## config.mk

```make
export PLATFORM = sky130hd
export DESIGN_NAME = keypad_scanner_flat
export DESIGN_NICKNAME = d
export VERILOG_FILES = /design/src/rtl/keypad_if.sv /design/src/rtl/keypad_scanner.sv /design/src/flat_wrapper.sv
export SDC_FILE = /design/constraint.sdc
export NUM_CORES = 1
export LEC_CHECK = 0
export ABC_AREA = 0
export BUFFER_PORTS_ARGS = -buffer_cell sky130_fd_sc_hd__buf_2
export CAP_MARGIN = 30
export CORE_ASPECT_RATIO = 0.5
export CORE_MARGIN = 2
export CORE_UTILIZATION = 54
export DETAILED_ROUTE_END_ITERATION = 12
export PLACE_DENSITY = 0.71
export SETUP_SLACK_MARGIN = 0.02
export SLEW_MARGIN = 10
export SYNTH_ARGS = -nofsm -noshare
export SYNTH_HDL_FRONTEND = slang
export SYNTH_SLANG_ARGS = --single-unit
```

## constraint.sdc

```tcl
create_clock -name clk -period 2 [get_ports clk]
set_clock_uncertainty 0.1 [all_clocks]
set_input_delay 0.1 -clock clk [delete_from_list [all_inputs] [get_ports clk]]
set_output_delay 0.1 -clock clk [all_outputs]
set_load 0.03 [all_outputs]
```

## src/rtl/keypad_if.sv

```systemverilog
// keypad_if: groups the keypad matrix pins and the decoded-key outputs.
//
// Signals
//   cols      - keypad columns, active-low, asynchronous to clk
//   rows      - keypad rows, active-low, exactly one low at a time
//   key       - hex code of the last accepted key
//   key_valid - one-cycle pulse per accepted press
//   key_held  - high from acceptance until the release is accepted
//
// Handshake: key_valid is a push-only strobe with no ready/backpressure.
// The consumer must take key on the single cycle key_valid is high. key
// stays stable afterwards, so a late reader still sees the last key.
//
// Modports
//   master - the scanner: drives rows and the key outputs, reads cols
//   slave  - the keypad/consumer side: drives cols, reads everything else
interface keypad_if;
  logic [3:0] cols;
  logic [3:0] rows;
  logic [3:0] key;
  logic       key_valid;
  logic       key_held;

  modport master (input cols, output rows, output key, output key_valid, output key_held);
  modport slave  (output cols, input rows, input key, input key_valid, input key_held);
endinterface

```

## src/rtl/keypad_scanner.sv

```systemverilog
// keypad_scanner: scans a 4x4 active-low matrix keypad and reports debounced
// presses as a 4-bit hex code with a one-cycle strobe.
//
// Ports
//   clk     - system clock
//   reset   - synchronous, active-high reset
//   kp      - keypad_if.master (cols in; rows, key, key_valid, key_held out)
//   state_o - current FSM state for debug (0 SCAN, 1 DEBOUNCE, 2 HELD)
module keypad_scanner #(
  parameter int SCAN_CYCLES     = 1000,
  parameter int DEBOUNCE_CYCLES = 240000
) (
  input  logic       clk,
  input  logic       reset,
  keypad_if.master   kp,
  output logic [1:0] state_o
);

  localparam int DW = (SCAN_CYCLES > 1) ? $clog2(SCAN_CYCLES) : 1;
  localparam int CW = $clog2(DEBOUNCE_CYCLES + 1);
  localparam logic [DW-1:0] DWELL_LAST = DW'(SCAN_CYCLES - 1);
  localparam logic [CW-1:0] CNT_LAST   = CW'(DEBOUNCE_CYCLES - 1);

  typedef enum logic [1:0] {
    ST_SCAN     = 2'd0,
    ST_DEBOUNCE = 2'd1,
    ST_HELD     = 2'd2
  } state_e;

  state_e        state_q;
  logic [3:0]    meta_q;
  logic [3:0]    scol_q;
  logic [1:0]    row_q;
  logic [3:0]    rows_q;
  logic [DW-1:0] dwell_q;
  logic [CW-1:0] cnt_q;
  logic [3:0]    cap_pat_q;
  logic [1:0]    cap_col_q;
  logic [3:0]    key_q;
  logic          valid_q;
  logic          held_q;

  logic [3:0]    low_d;
  logic          one_low_d;
  logic [1:0]    scol_idx_d;
  logic [1:0]    row_nxt_d;
  logic [3:0]    rows_nxt_d;
  logic [3:0]    key_d;

  function automatic logic [3:0] key_code(input logic [1:0] r, input logic [1:0] c);
    logic [3:0] code;
    case ({r, c})
      4'h0: code = 4'h1;  4'h1: code = 4'h2;  4'h2: code = 4'h3;  4'h3: code = 4'hA;
      4'h4: code = 4'h4;  4'h5: code = 4'h5;  4'h6: code = 4'h6;  4'h7: code = 4'hB;
      4'h8: code = 4'h7;  4'h9: code = 4'h8;  4'hA: code = 4'h9;  4'hB: code = 4'hC;
      4'hC: code = 4'hE;  4'hD: code = 4'h0;  4'hE: code = 4'hF;  4'hF: code = 4'hD;
      default: code = 4'h0;
    endcase
    return code;
  endfunction

  always_comb begin
    low_d      = ~scol_q;
    // Exactly one column low: nonzero and a power of two.
    one_low_d  = (low_d != 4'd0) && ((low_d & (low_d - 4'd1)) == 4'd0);
    scol_idx_d = 2'd0;
    if      (!scol_q[0]) scol_idx_d = 2'd0;
    else if (!scol_q[1]) scol_idx_d = 2'd1;
    else if (!scol_q[2]) scol_idx_d = 2'd2;
    else if (!scol_q[3]) scol_idx_d = 2'd3;
    row_nxt_d  = row_q + 2'd1;
    rows_nxt_d = ~(4'b0001 << row_nxt_d);
    key_d      = key_code(row_q, cap_col_q);
  end

  always_ff @(posedge clk) begin
    if (reset) begin
      state_q   <= ST_SCAN;
      meta_q    <= 4'hF;
      scol_q    <= 4'hF;
      row_q     <= 2'd0;
      rows_q    <= 4'b1110;
      dwell_q   <= '0;
      cnt_q     <= '0;
      cap_pat_q <= 4'hF;
      cap_col_q <= 2'd0;
      key_q     <= 4'h0;
      valid_q   <= 1'b0;
      held_q    <= 1'b0;
    end else begin
      meta_q  <= kp.cols;
      scol_q  <= meta_q;
      valid_q <= 1'b0;
      case (state_q)
        ST_SCAN: begin
          if (dwell_q == DWELL_LAST) begin
            dwell_q <= '0;
            if (one_low_d) begin
              // Row stays driven; DEBOUNCE re-checks this exact pattern.
              cap_pat_q <= scol_q;
              cap_col_q <= scol_idx_d;
              cnt_q     <= '0;
              state_q   <= ST_DEBOUNCE;
            end else begin
              row_q  <= row_nxt_d;
              rows_q <= rows_nxt_d;
            end
          end else begin
            dwell_q <= dwell_q + 1'b1;
          end
        end
        ST_DEBOUNCE: begin
          if (scol_q == cap_pat_q) begin
            if (cnt_q == CNT_LAST) begin
              key_q   <= key_d;
              valid_q <= 1'b1;
              held_q  <= 1'b1;
              cnt_q   <= '0;
              state_q <= ST_HELD;
            end else begin
              cnt_q <= cnt_q + 1'b1;
            end
          end else begin
            cnt_q   <= '0;
            dwell_q <= '0;
            row_q   <= row_nxt_d;
            rows_q  <= rows_nxt_d;
            state_q <= ST_SCAN;
          end
        end
        ST_HELD: begin
          // Only an all-ones column read counts toward release; any low bit
          // (same key or another key in this row) restarts the count.
          if (scol_q == 4'hF) begin
            if (cnt_q == CNT_LAST) begin
              held_q  <= 1'b0;
              cnt_q   <= '0;
              dwell_q <= '0;
              row_q   <= row_nxt_d;
              rows_q  <= rows_nxt_d;
              state_q <= ST_SCAN;
            end else begin
              cnt_q <= cnt_q + 1'b1;
            end
          end else begin
            cnt_q <= '0;
          end
        end
        default: state_q <= ST_SCAN;
      endcase
    end
  end

  assign kp.rows      = rows_q;
  assign kp.key       = key_q;
  assign kp.key_valid = valid_q;
  assign kp.key_held  = held_q;
  assign state_o      = state_q;

endmodule

```

## src/flat_wrapper.sv

```systemverilog
// flat-port wrapper written by rule: the top's interface ports become plain ports
module keypad_scanner_flat 
#(
  parameter int SCAN_CYCLES     = 1000,
  parameter int DEBOUNCE_CYCLES = 240000
)
  (clk, reset, state_o, kp_cols, kp_rows, kp_key, kp_key_valid, kp_key_held);
  keypad_if kp_i ();
  input  logic clk;
  input  logic reset;
  output logic [1:0] state_o;
  input wire logic [$bits(kp_i.cols)-1:0] kp_cols;
  output wire logic [$bits(kp_i.rows)-1:0] kp_rows;
  output wire logic [$bits(kp_i.key)-1:0] kp_key;
  output wire logic [$bits(kp_i.key_valid)-1:0] kp_key_valid;
  output wire logic [$bits(kp_i.key_held)-1:0] kp_key_held;
  assign kp_i.cols = kp_cols;
  assign kp_rows = kp_i.rows;
  assign kp_key = kp_i.key;
  assign kp_key_valid = kp_i.key_valid;
  assign kp_key_held = kp_i.key_held;
  keypad_scanner #(.SCAN_CYCLES(SCAN_CYCLES), .DEBOUNCE_CYCLES(DEBOUNCE_CYCLES)) u_core (.clk(clk), .reset(reset), .kp(kp_i), .state_o(state_o));
endmodule
```

==> qor.yml, run 1 <==
drc: 0
area_growth_pct: 40.8
wl_per_cell_um: 15.9
worstSetupPathType: "reg2reg"
cp_slowest_cell: "or4b_1"
grt_pass1_wl_um: 11200
viasPerCell: 5.72
syn_inst: 340
r2r_cells: 7
cts_sinks: 56
cts-buffers-inserted: 5
reg2reg_from: "u_core.dwell_q[0]"
violations: "setup timing"
io_buffers: 17
drive_gt1_share_pct: 40.6
fin_ws_ns: -0.129
drv_slew: 0
die_w_um: 107
synth.top_cell.area_share_pct: 38.8
grt_max_degree: 34
ys_warn_count: 0
relSlewSlack_pct: 56.5
leakagePower_uw: 0.00173
critPathMaxFanout: 3
finalSetupTns_ns: -1.74
ys.flop_type: "dfxtp_1"
setup_violations: 25
min_delay_path_depth: 2
grt_pass1_vias: 2472
synthTopCellsByArea: "dfxtp_1 39%, ha_1 6.5%, nor2_1 6.5%, xnor2_1 4.8%, a21oi_1 3.5%"
root_buffer: "clkbuf_8"
synth_edf_count: 0
min_period_over_period_pct: 106
rr_endpoint: "u_core.dwell_q[8]"
status: "finished, violations left"
syn_area_per_cell_um2: 8.50
worstSkewPairLatency_ns: 0.32
rows: 18
synth_cell_types: 52
regArea_um2: 1150
startpoint_type: "flop"
async_reset_ff_share_pct: 0
die_h_um: 55.7
synth_common_cells: "56 x dfxtp_1, 50 x nor2_1, 25 x nand2_1"
ios: 18
critPathCaptureType: "flop"
hp-class: "in2reg"
syn_nets: 361
worst_slew_pin_slew_ns: 0.650
dpl_worst_slack_ns: -0.198
antenna_found_initial: 0
max_cap_viol_count: 0
ctsHtreeMaxLevel: 2
coreArea_um2: 5040
first_pass_iters: 5
vias: 2797
start_util_pct: 57.3
nets: 439
hold_path_end: "u_core.dwell_q[5]"
ant_nets: 0
routed_wirelength_um: 7780
die-area_um2: 5990
cts_tree: "yes"
dp_hpwl_um: 4510
n_antenna_cell: 0
crit_chain: "ha_4, buf_4, nand3_1, or2_2, nor2_1, or4b_1, a21oi_1"
power_density_nw_per_um2: 499
crit_arrival_ns: 2.28
path_clk_slew_ns: 0.11
rsz0062_at_grt: "true"
place.gp.congestion: 0.842
cts_buffer_depth: 2
cpPeakStageDelay_ns: 0.48
multiInputGateArea_um2: 1970
critPathRequiredTime_ns: 2.15
ys_ff_latch: 56
grt_usage_pct: 23.1
period_needed_ns: 2.13
synth.most_common_cell: "dfxtp_1"
synth_area_um2: 2890
synth_top_area_cell: "dfxtp_1"
r2r_slack_ns: -0.13
fillers: 319
place_area_um2: 3430
finalHoldViolations: 0
finalInstanceArea_um2: 4070
ir_worst_vdd_uv: 320
grt-ovfl-total: 0
min_from: "reset"
max_freq_mhz: 470
drtIter0Drc: 150
synth-seq-area-share_pct: 38.8
timing repair:
action / in CTS / in global routing
pin swaps: 7 / 15
gates resized for setup: 25 / 53
buffers inserted: 4 / 6
hold buffers: 4 / 0
endpoints found under the hold margin: 4 / 0
endpoints found under the setup margin: 36 / 36
cloned: 0 / 3
where the power goes:
group          switching [uW]  internal (uW)  leakage [uW]  total [uW]
clock network             393            371     0.0000541         764
registers                13.9           1120      0.000458        1140
logic                    64.1           65.4       0.00121         130
logic make-up after synthesis:
group | Yosys count | share of synthesized area, %
compound gates | 55 | 12.9
xor+xnor | 21 | 6.36
fa+ha+maj | 15 | 6.49
buf+inv | 36 | 5.11
flops | 56 | 38.8
mux | 8 | 2.81
simple gates | 149 | 27.6
cell type report:
class,instances,share of cell area [%]
clock inverters,3,1.04
clock buffers,5,1.69
well taps,70,2.15
multi-input cells,249,48.5
inverters,18,1.72
repair buffers,88,16.7
flip-flops and latches,56,28.2
placed cells by master (no fill, tap or decap), types with 4 or more instances in the layout:
master / netlist / final
o21ai_0: 9 / 9
nand2_1: 25 / 25
dfxtp_2: 0 / 9
nand4_1: 4 / 4
a211o_1: 6 / 6
nor2_1: 50 / 46
xor2_2: 0 / 4
nor3_4: 0 / 6
a21oi_1: 20 / 17
dfxtp_1: 56 / 43
dfxtp_4: 0 / 4
clkbuf_8: 0 / 5
ha_1: 15 / 11
buf_2: 4 / 17
inv_1: 18 / 16
mux2i_1: 7 / 7
dlygate4sd3_1: 0 / 4
nor4_4: 1 / 4
xnor2_1: 16 / 15
nand3_1: 13 / 13
or2_2: 10 / 9
buf_4: 2 / 59
buf_6: 0 / 6
how the worst max path moves through the flow:
stage / end / slack [ns] / cells after the start / from
floorplan: u_core.cap_pat_q[0] / 0.01 / 6 / u_core.dwell_q[0]
global placement: u_core.cnt_q[12] / -0.14 / 7 / u_core.scol_q[0]
detailed placement: u_core.cnt_q[11] / -0.20 / 7 / u_core.scol_q[0]
CTS: u_core.dwell_q[2] / 0.02 / 6 / u_core.cnt_q[3]
global route: u_core.dwell_q[8] / -0.17 / 7 / u_core.dwell_q[0]
finish: u_core.dwell_q[8] / -0.13 / 7 / u_core.dwell_q[0]
through the flow:
step / instances / hold slack (ns) / utilization (%) / power (uW)
global route: 489 / 0.0456 / 80.7 / 2110
finish: 489 / 0.0349 / 80.7 / 2030
floorplan: 340 / 0.104 / - / 1220
detailed placement: 465 / 0.186 / 68.0 / 1250
global placement: 465 / 0.182 / 68.0 / 1250
CTS: 480 / 0.0179 / 73.5 / 2010
registers in the layout, summed over array words and instances (netlist names), 2 cells and up:
| register | cells |
|---|---|
| u_core.cnt_q | 18 |
| u_core.dwell_q | 10 |
| u_core.cap_pat_q | 4 |
| u_core.kp.key | 4 |
| u_core.kp.rows | 4 |
| u_core.meta_q | 4 |
| u_core.scol_q | 4 |
| u_core.cap_col_q | 2 |
| u_core.row_q | 2 |
| u_core.state_o | 2 |
metal layers:
| layer | vias up | global-route usage, % | share of wire [%] |
|---|---|---|---|
| li1 | 1328 | - | - |
| met1 | 1331 | 31.8 | 45 |
| met5 | - | 0 | 0 |
| met2 | 118 | 37.4 | 47 |
| met3 | 20 | 5.39 | 6.8 |
| met4 | 0 | 4.40 | 1.5 |
critical path, delay by kind of cell (launching register included):
family | cells | cell delay (ns)
fa+ha+maj | 1 | 0.16
buf+inv | 1 | 0.13
flops | 1 | 0.37
compound gates | 1 | 0.18
simple gates | 4 | 1.12
(Power assumes the default switching activity.)
==> run 2: changes to the inputs <==
--- a/config.mk
+++ b/config.mk
@@ -5,14 +5,14 @@
 export SDC_FILE = /design/constraint.sdc
 export NUM_CORES = 1
 export LEC_CHECK = 0
-export ABC_AREA = 0
+export ABC_AREA = 1
 export BUFFER_PORTS_ARGS = -buffer_cell sky130_fd_sc_hd__buf_2
 export CAP_MARGIN = 30
 export CORE_ASPECT_RATIO = 0.5
 export CORE_MARGIN = 2
-export CORE_UTILIZATION = 54
+export CORE_UTILIZATION = 55
 export DETAILED_ROUTE_END_ITERATION = 12
-export PLACE_DENSITY = 0.71
+export PLACE_DENSITY = 0.72
 export SETUP_SLACK_MARGIN = 0.02
 export SLEW_MARGIN = 10
 export SYNTH_ARGS = -nofsm -noshare
==> run 2 against run 1 <==
The flow now finishes without violations. Fmax grew 12%. Sequential power hardly changed. Final cell count grew 20%. Clock-buffer cell count is the same. Synthesized area up 14%. Combinational power is 19% lower. Setup slack gained 0.22 ns. Core utilization shrank 13 points. Sequential share of layout area up 1.3 points. Hold slack better by 0.028 ns. Highest routed layer unchanged.
==> qor.yml, run 2 <==
reg2reg_from: "u_core.cnt_q[0]"
critPathRequiredTime_ns: 2.13
place.gp.congestion: 0.928
layout_commonest_cell: "nand2_1"
ant_nets: 0
hold_path_end: "u_core.dwell_q[1]"
setup_violations: 0
first_pass_iters: 4
synth-seq-area-share_pct: 34.0
fin_ws_ns: 0.0950
sequentialPowerShare_pct: 50.7
final_core_util_pct: 67.6
combPwrFrac_pct: 4.7
synth_common_cells: "119 x nand2_1, 58 x nor2_1, 56 x dfxtp_1"
ir_worst_vdd_uv: 310
r2r_cells: 8
fillers: 493
synth.most_common_cell: "nand2_1"
die_h_um: 58.8
die-area_um2: 6670
grt-ovfl-total: 0
min_delay_path_depth: 2
async_reset_ff_share_pct: 0
min_period_over_period_pct: 95.2
largest_register_ffs: 18
grt_max_degree: 18
viasPerCell: 5.11
drv_slew: 0
coreArea_um2: 5630
regArea_um2: 1120
drc: 0
die_w_um: 114
critPathCaptureType: "flop"
period_needed_ns: 1.90
ctsHtreeMaxLevel: 2
dr_wl_met3_um: 414
n_antenna_cell: 0
top_regs: "u_core.cnt_q x18, u_core.dwell_q x10"
syn_nets: 503
area_growth_pct: 15.5
layout_common_cells: "116 x nand2_1, 56 x nor2_1, 53 x dfxtp_1, 52 x inv_1, 36 x nand3_1"
ys_ff_latch: 56
dpl_worst_slack_ns: -0.0474
worstSetupPathType: "reg2reg"
synth_area_um2: 3300
relSlewSlack_pct: 76.0
clockPowerShare_pct: 44.6
rr_endpoint: "u_core.dwell_q[3]"
top_register: "u_core.cnt_q"
startpoint_type: "flop"
root_buffer: "clkbuf_16"
worstSkewPairLatency_ns: 0.30
multiInputGateArea_um2: 1950
nets: 534
antenna_found_initial: 0
rsz0062_at_grt: "true"
cts-buffers-inserted: 5
r2r_slack_ns: 0.1
maxUsedRoutingLayer: "met4"
critPathMaxFanout: 5
power.total_uw: 2250
path_clk_slew_ns: 0.07
wl_met1_um: 3730
start_util_pct: 58.6
power_density_nw_per_um2: 589
leakagePower_uw: 0.00169
drive_gt1_share_pct: 20.8
syn_inst: 482
routed_wirelength_um: 7100
cts_tree: "yes"
cts_buffer_depth: 2
synth_top_area_cell: "dfxtp_1"
io_buffers: 17
min_from: "reset"
synth_edf_count: 0
max_freq_mhz: 525
wl_met2_um: 2860
synth.top_cell.area_share_pct: 34.0
grt_pass1_wl_um: 12200
hp-class: "in2reg"
wl_per_cell_um: 12.1
ios: 18
drtIter0Drc: 166
ys.flop_type: "dfxtp_1"
grt_pass1_vias: 2685
switching_share_pct: 21.7
max_cap_viol_count: 0
status: "finished, final reports clean"
p_int_uw: 1760
crit_arrival_ns: 2.03
rows: 19
dp_hpwl_um: 5040
ys_warn_count: 0
syn_area_per_cell_um2: 6.85
finalHoldViolations: 0
vias: 2999
power.switching_uw: 488
synthTopCellsByArea: "dfxtp_1 34%, nand2_1 14%, nor2_1 6.6%, inv_1 5.9%, nand3_1 5.8%"
grt_usage_pct: 23.0
worst_slew_pin_slew_ns: 0.360
synth_cell_types: 39
cts_sinks: 56
## run 2: cell count changes in the layout (fill, tap and decap cells not counted), sizes merged, moves of 4 or more
cell | previous run | this run
xnor2 | 16 | 2
nand3 | 16 | 43
mux2i | 7 | 1
a21oi | 21 | 28
buf | 83 | 34
nand4 | 4 | 10
o31ai | 4 | 0
or4 | 4 | 0
nor4 | 5 | 0
a211o | 6 | 0
inv | 18 | 58
nand2 | 27 | 127
nor2 | 50 | 75
## run 2: worst max-delay path by stage
stage / startpoint / to / cells after the start
after floorplan: u_core.state_o[0] / u_core.cnt_q[5] / 9
after global placement: u_core.cnt_q[0] / u_core.kp.rows[0] / 8
after detailed placement: u_core.cnt_q[0] / u_core.row_q[0] / 9
after CTS: u_core.cnt_q[0] / u_core.dwell_q[9] / 8
after global routing: u_core.cnt_q[0] / u_core.dwell_q[1] / 8
final: u_core.cnt_q[0] / u_core.dwell_q[3] / 8
## run 2: worst max-delay path, cell delays in order (launching register included)
cell and delay [ns]:
dfxtp_2 0.37, ha_4 0.16, nand3_4 0.10, nor3_4 0.30, nand4_1 0.22, nand2_2 0.21, buf_4 0.17, nand3_1 0.06
a21oi_1 0.14
## run 2: area by class of cell
cell class | count | area share (%)
Clock buffer | 5 | 3.28
Clock inverter | 3 | 1.12
Tap cell | 73 | 2.40
Inverter | 59 | 5.81
Sequential cell | 56 | 29.5
Multi-Input combinational cell | 353 | 51.1
Timing Repair Buffer | 38 | 6.73
## run 2: repair_timing
action,CTS,global route
resized for setup,1,23
pin swaps,0,3
endpoints found under the hold margin,4,0
cloned,0,1
setup buffers,0,1
hold buffers,4,0
endpoints found under the setup margin,7,36
## run 2: logic make-up after synthesis
family	after synthesis	share of synthesized area, %
multiplexers	1	0.303
AO/OA/AOI/OAI	51	8.87
XOR/XNOR	8	2.12
adder cells (fa/ha/maj)	15	5.69
AND/OR/NAND/NOR	278	39.6
buffers and inverters	73	9.48
flip-flops	56	34.0
## run 2: stage by stage
stage | hold slack (ns) | cell area [um2] | setup TNS [ns] | std cells
2_1_floorplan | 0.104 | 3300 | 0 | 482
3_3_place_gp | 0.182 | 3500 | 0 | 573
3_5_place_dp | 0.185 | 3500 | -0.214 | 573
4_1_cts | 0.0704 | 3710 | 0 | 585
5_1_grt | 0.0887 | 3810 | -0.137 | 587
6_report | 0.0624 | 3810 | 0 | 587
## run 2: power by group through the flow
stage | registers (uW) | logic (uW) | clock network (uW)
2_1_floorplan | 1160 | 67.5 | 0
6_report | 1140 | 105 | 1000
5_1_grt | 1140 | 119 | 1070
4_1_cts | 1140 | 99.3 | 1020
3_3_place_gp | 1160 | 91.2 | 0
3_5_place_dp | 1160 | 92.3 | 0
## run 2: per-layer routing
layer / vias to the layer above / global-route usage, %
met5: - / 0
met4: 0 / 5.75
met3: 11 / 5.87
met2: 63 / 35.9
met1: 1336 / 32.3
li1: 1589 / -
==> run 3: changes to the inputs <==
--- a/config.mk
+++ b/config.mk
@@ -8,11 +8,13 @@
 export ABC_AREA = 1
 export BUFFER_PORTS_ARGS = -buffer_cell sky130_fd_sc_hd__buf_2
 export CAP_MARGIN = 30
+export CELL_PAD_IN_SITES_DETAIL_PLACEMENT = 0
+export CELL_PAD_IN_SITES_GLOBAL_PLACEMENT = 2
 export CORE_ASPECT_RATIO = 0.5
 export CORE_MARGIN = 2
-export CORE_UTILIZATION = 55
+export CORE_UTILIZATION = 31
 export DETAILED_ROUTE_END_ITERATION = 12
-export PLACE_DENSITY = 0.72
+export PLACE_DENSITY = 0.71
 export SETUP_SLACK_MARGIN = 0.02
 export SLEW_MARGIN = 10
 export SYNTH_ARGS = -nofsm -noshare
==> run 3 against run 2 <==
Via count decreased by 0.70%. Fmax up 2.4%. Register-to-register slack improved by 0.04 ns. Wire length rose by 21%. Clock power shrank 4%. Global-route usage fell by 7.2 points. First-iteration DRC count down 2.4%. Combinational power increased by 5%. Core utilization down 29 points. Total power decreased by 1.5%. Cell area grew 3.2%. Non-clock buffer count grew 8.
==> qor.yml, run 3 (synthesized netlist as in run 2, its figures left out) <==
largest_register_ffs: 18
drv_slew: 0
cts_tree: "yes"
die_h_um: 77.0
fin_ws_ns: 0.139
power.total_uw: 2210
layout_commonest_cell: "nand2_1"
layout_common_cells: "118 x nand2_1, 56 x nor2_1, 52 x inv_1, 52 x dfxtp_1, 36 x nand3_1"
worst_slew_pin_slew_ns: 0.335
setup_violations: 0
finalHoldViolations: 0
grt-ovfl-total: 0
n_antenna_cell: 0
max_cap_viol_count: 0
grt_pass1_vias: 2816
relSlewSlack_pct: 77.6
drtIter0Drc: 162
die-area_um2: 11500
crit_chain: "ha_4, nand3_4, nor3_4, nand4_1, nand2_2, buf_4, nand3_2, nor2_2, nor2_1"
die_w_um: 150
antenna_found_initial: 0
top_regs: "u_core.cnt_q x18, u_core.dwell_q x10"
finalSetupTns_ns: 0
worstSkewPairLatency_ns: 0.30
root_buffer: "clkbuf_16"
critPathMaxFanout: 4
ant_nets: 0
nets: 542
path_clk_slew_ns: 0.08
rsz0062_at_grt: "true"
dpl_worst_slack_ns: -0.0105
place.gp.congestion: 0.761
dp_hpwl_um: 6240
ios: 18
vias: 2978
io_buffers: 17
status: "finished, final reports clean"
hp-class: "reg2reg"
viasPerCell: 4.50
power.switching_uw: 531
start_util_pct: 32.1
drive_gt1_share_pct: 21.1
finalInstanceArea_um2: 3940
power_density_nw_per_um2: 562
coreArea_um2: 10300
cts_buffer_depth: 2
ir_worst_vdd_uv: 281
top_register: "u_core.cnt_q"
grt_max_degree: 24
worstSetupPathType: "reg2reg"
critPathRequiredTime_ns: 2.11
ctsHtreeMaxLevel: 2
first_pass_iters: 4
place_area_um2: 3630
hold_slack_ns: 0.312
area_growth_pct: 19.2
drc: 0
p_int_uw: 1680
cpPeakStageDelay_ns: 0.37
critPathCaptureType: "flop"
cp_slowest_cell: "dfxtp_2"
r2r_cells: 9
rows: 26
max_freq_mhz: 537
sequentialPowerShare_pct: 51.4
startpoint_type: "flop"
combPwrFrac_pct: 5.0
grt_usage_pct: 15.8
leakagePower_uw: 0.00173
switching_share_pct: 24.0
grt_pass1_wl_um: 14400
clockPowerShare_pct: 43.6
min_period_over_period_pct: 93.0
period_needed_ns: 1.86
min_delay_path_depth: 1
wl_per_cell_um: 12.9
cts_sinks: 56
crit_arrival_ns: 1.97
routed_wirelength_um: 8570
cts-buffers-inserted: 5
[run 3: final cells by class]
cell class	instances	area [um2]
multi-input cells	353	1930
flip-flops and latches	56	1130
inverters	59	221
well taps	140	175
clock buffers	6	139
fillers	1114	6340
repair buffers	46	329
clock inverters	2	17.5
[run 3: critical path, delay by kind of cell, from the launching register on]
| kind | cells | cell delay [ns] |
|---|---|---|
| simple gates | 7 | 0.98 |
| flops | 1 | 0.37 |
| fa+ha+maj | 1 | 0.16 |
| buf+inv | 1 | 0.14 |
[run 3: per-stage QoR]
step,util (%),instances
after floorplan,-,482
after global placement,35.3,645
after detailed placement,35.3,645
after CTS,37.4,658
after global routing,38.3,662
final,38.3,662
[run 3: per-layer routing]
| layer | vias up | wire length [um] | GRT usage (%) |
|---|---|---|---|
| met5 | - | 0 | 0 |
| met4 | 0 | 78 | 3.40 |
| met3 | 8 | 347 | 3.57 |
| met2 | 38 | 3330 | 21.9 |
| met1 | 1324 | 4810 | 24.4 |
| li1 | 1608 | - | - |
[run 3: timing repair]
item,CTS,global route
pin swaps,1,4
buffers inserted,0,3
cloned,0,1
endpoints found under the hold margin,7,0
gates resized for setup,2,16
hold buffers,5,0
setup endpoints to repair,6,35
[run 3: power groups by stage]
stage / Combinational (uW) / Sequential (uW) / Clock [uW]
final: 110 / 1140 / 964
after global routing: 125 / 1140 / 1050
after CTS: 110 / 1140 / 996
after detailed placement: 101 / 1160 / 0
after global placement: 103 / 1160 / 0
after floorplan: 67.5 / 1160 / 0
[run 3: path summary, 6_finish.rpt]
kind	start	endpoint	slack [ns]
min	u_core.meta_q[2]	u_core.scol_q[2]	0.31
max reg2reg	u_core.cnt_q[0]	u_core.state_o[1]	0.14
min reg2reg	u_core.meta_q[2]	u_core.scol_q[2]	0.31
max	u_core.cnt_q[0]	u_core.state_o[1]	0.14
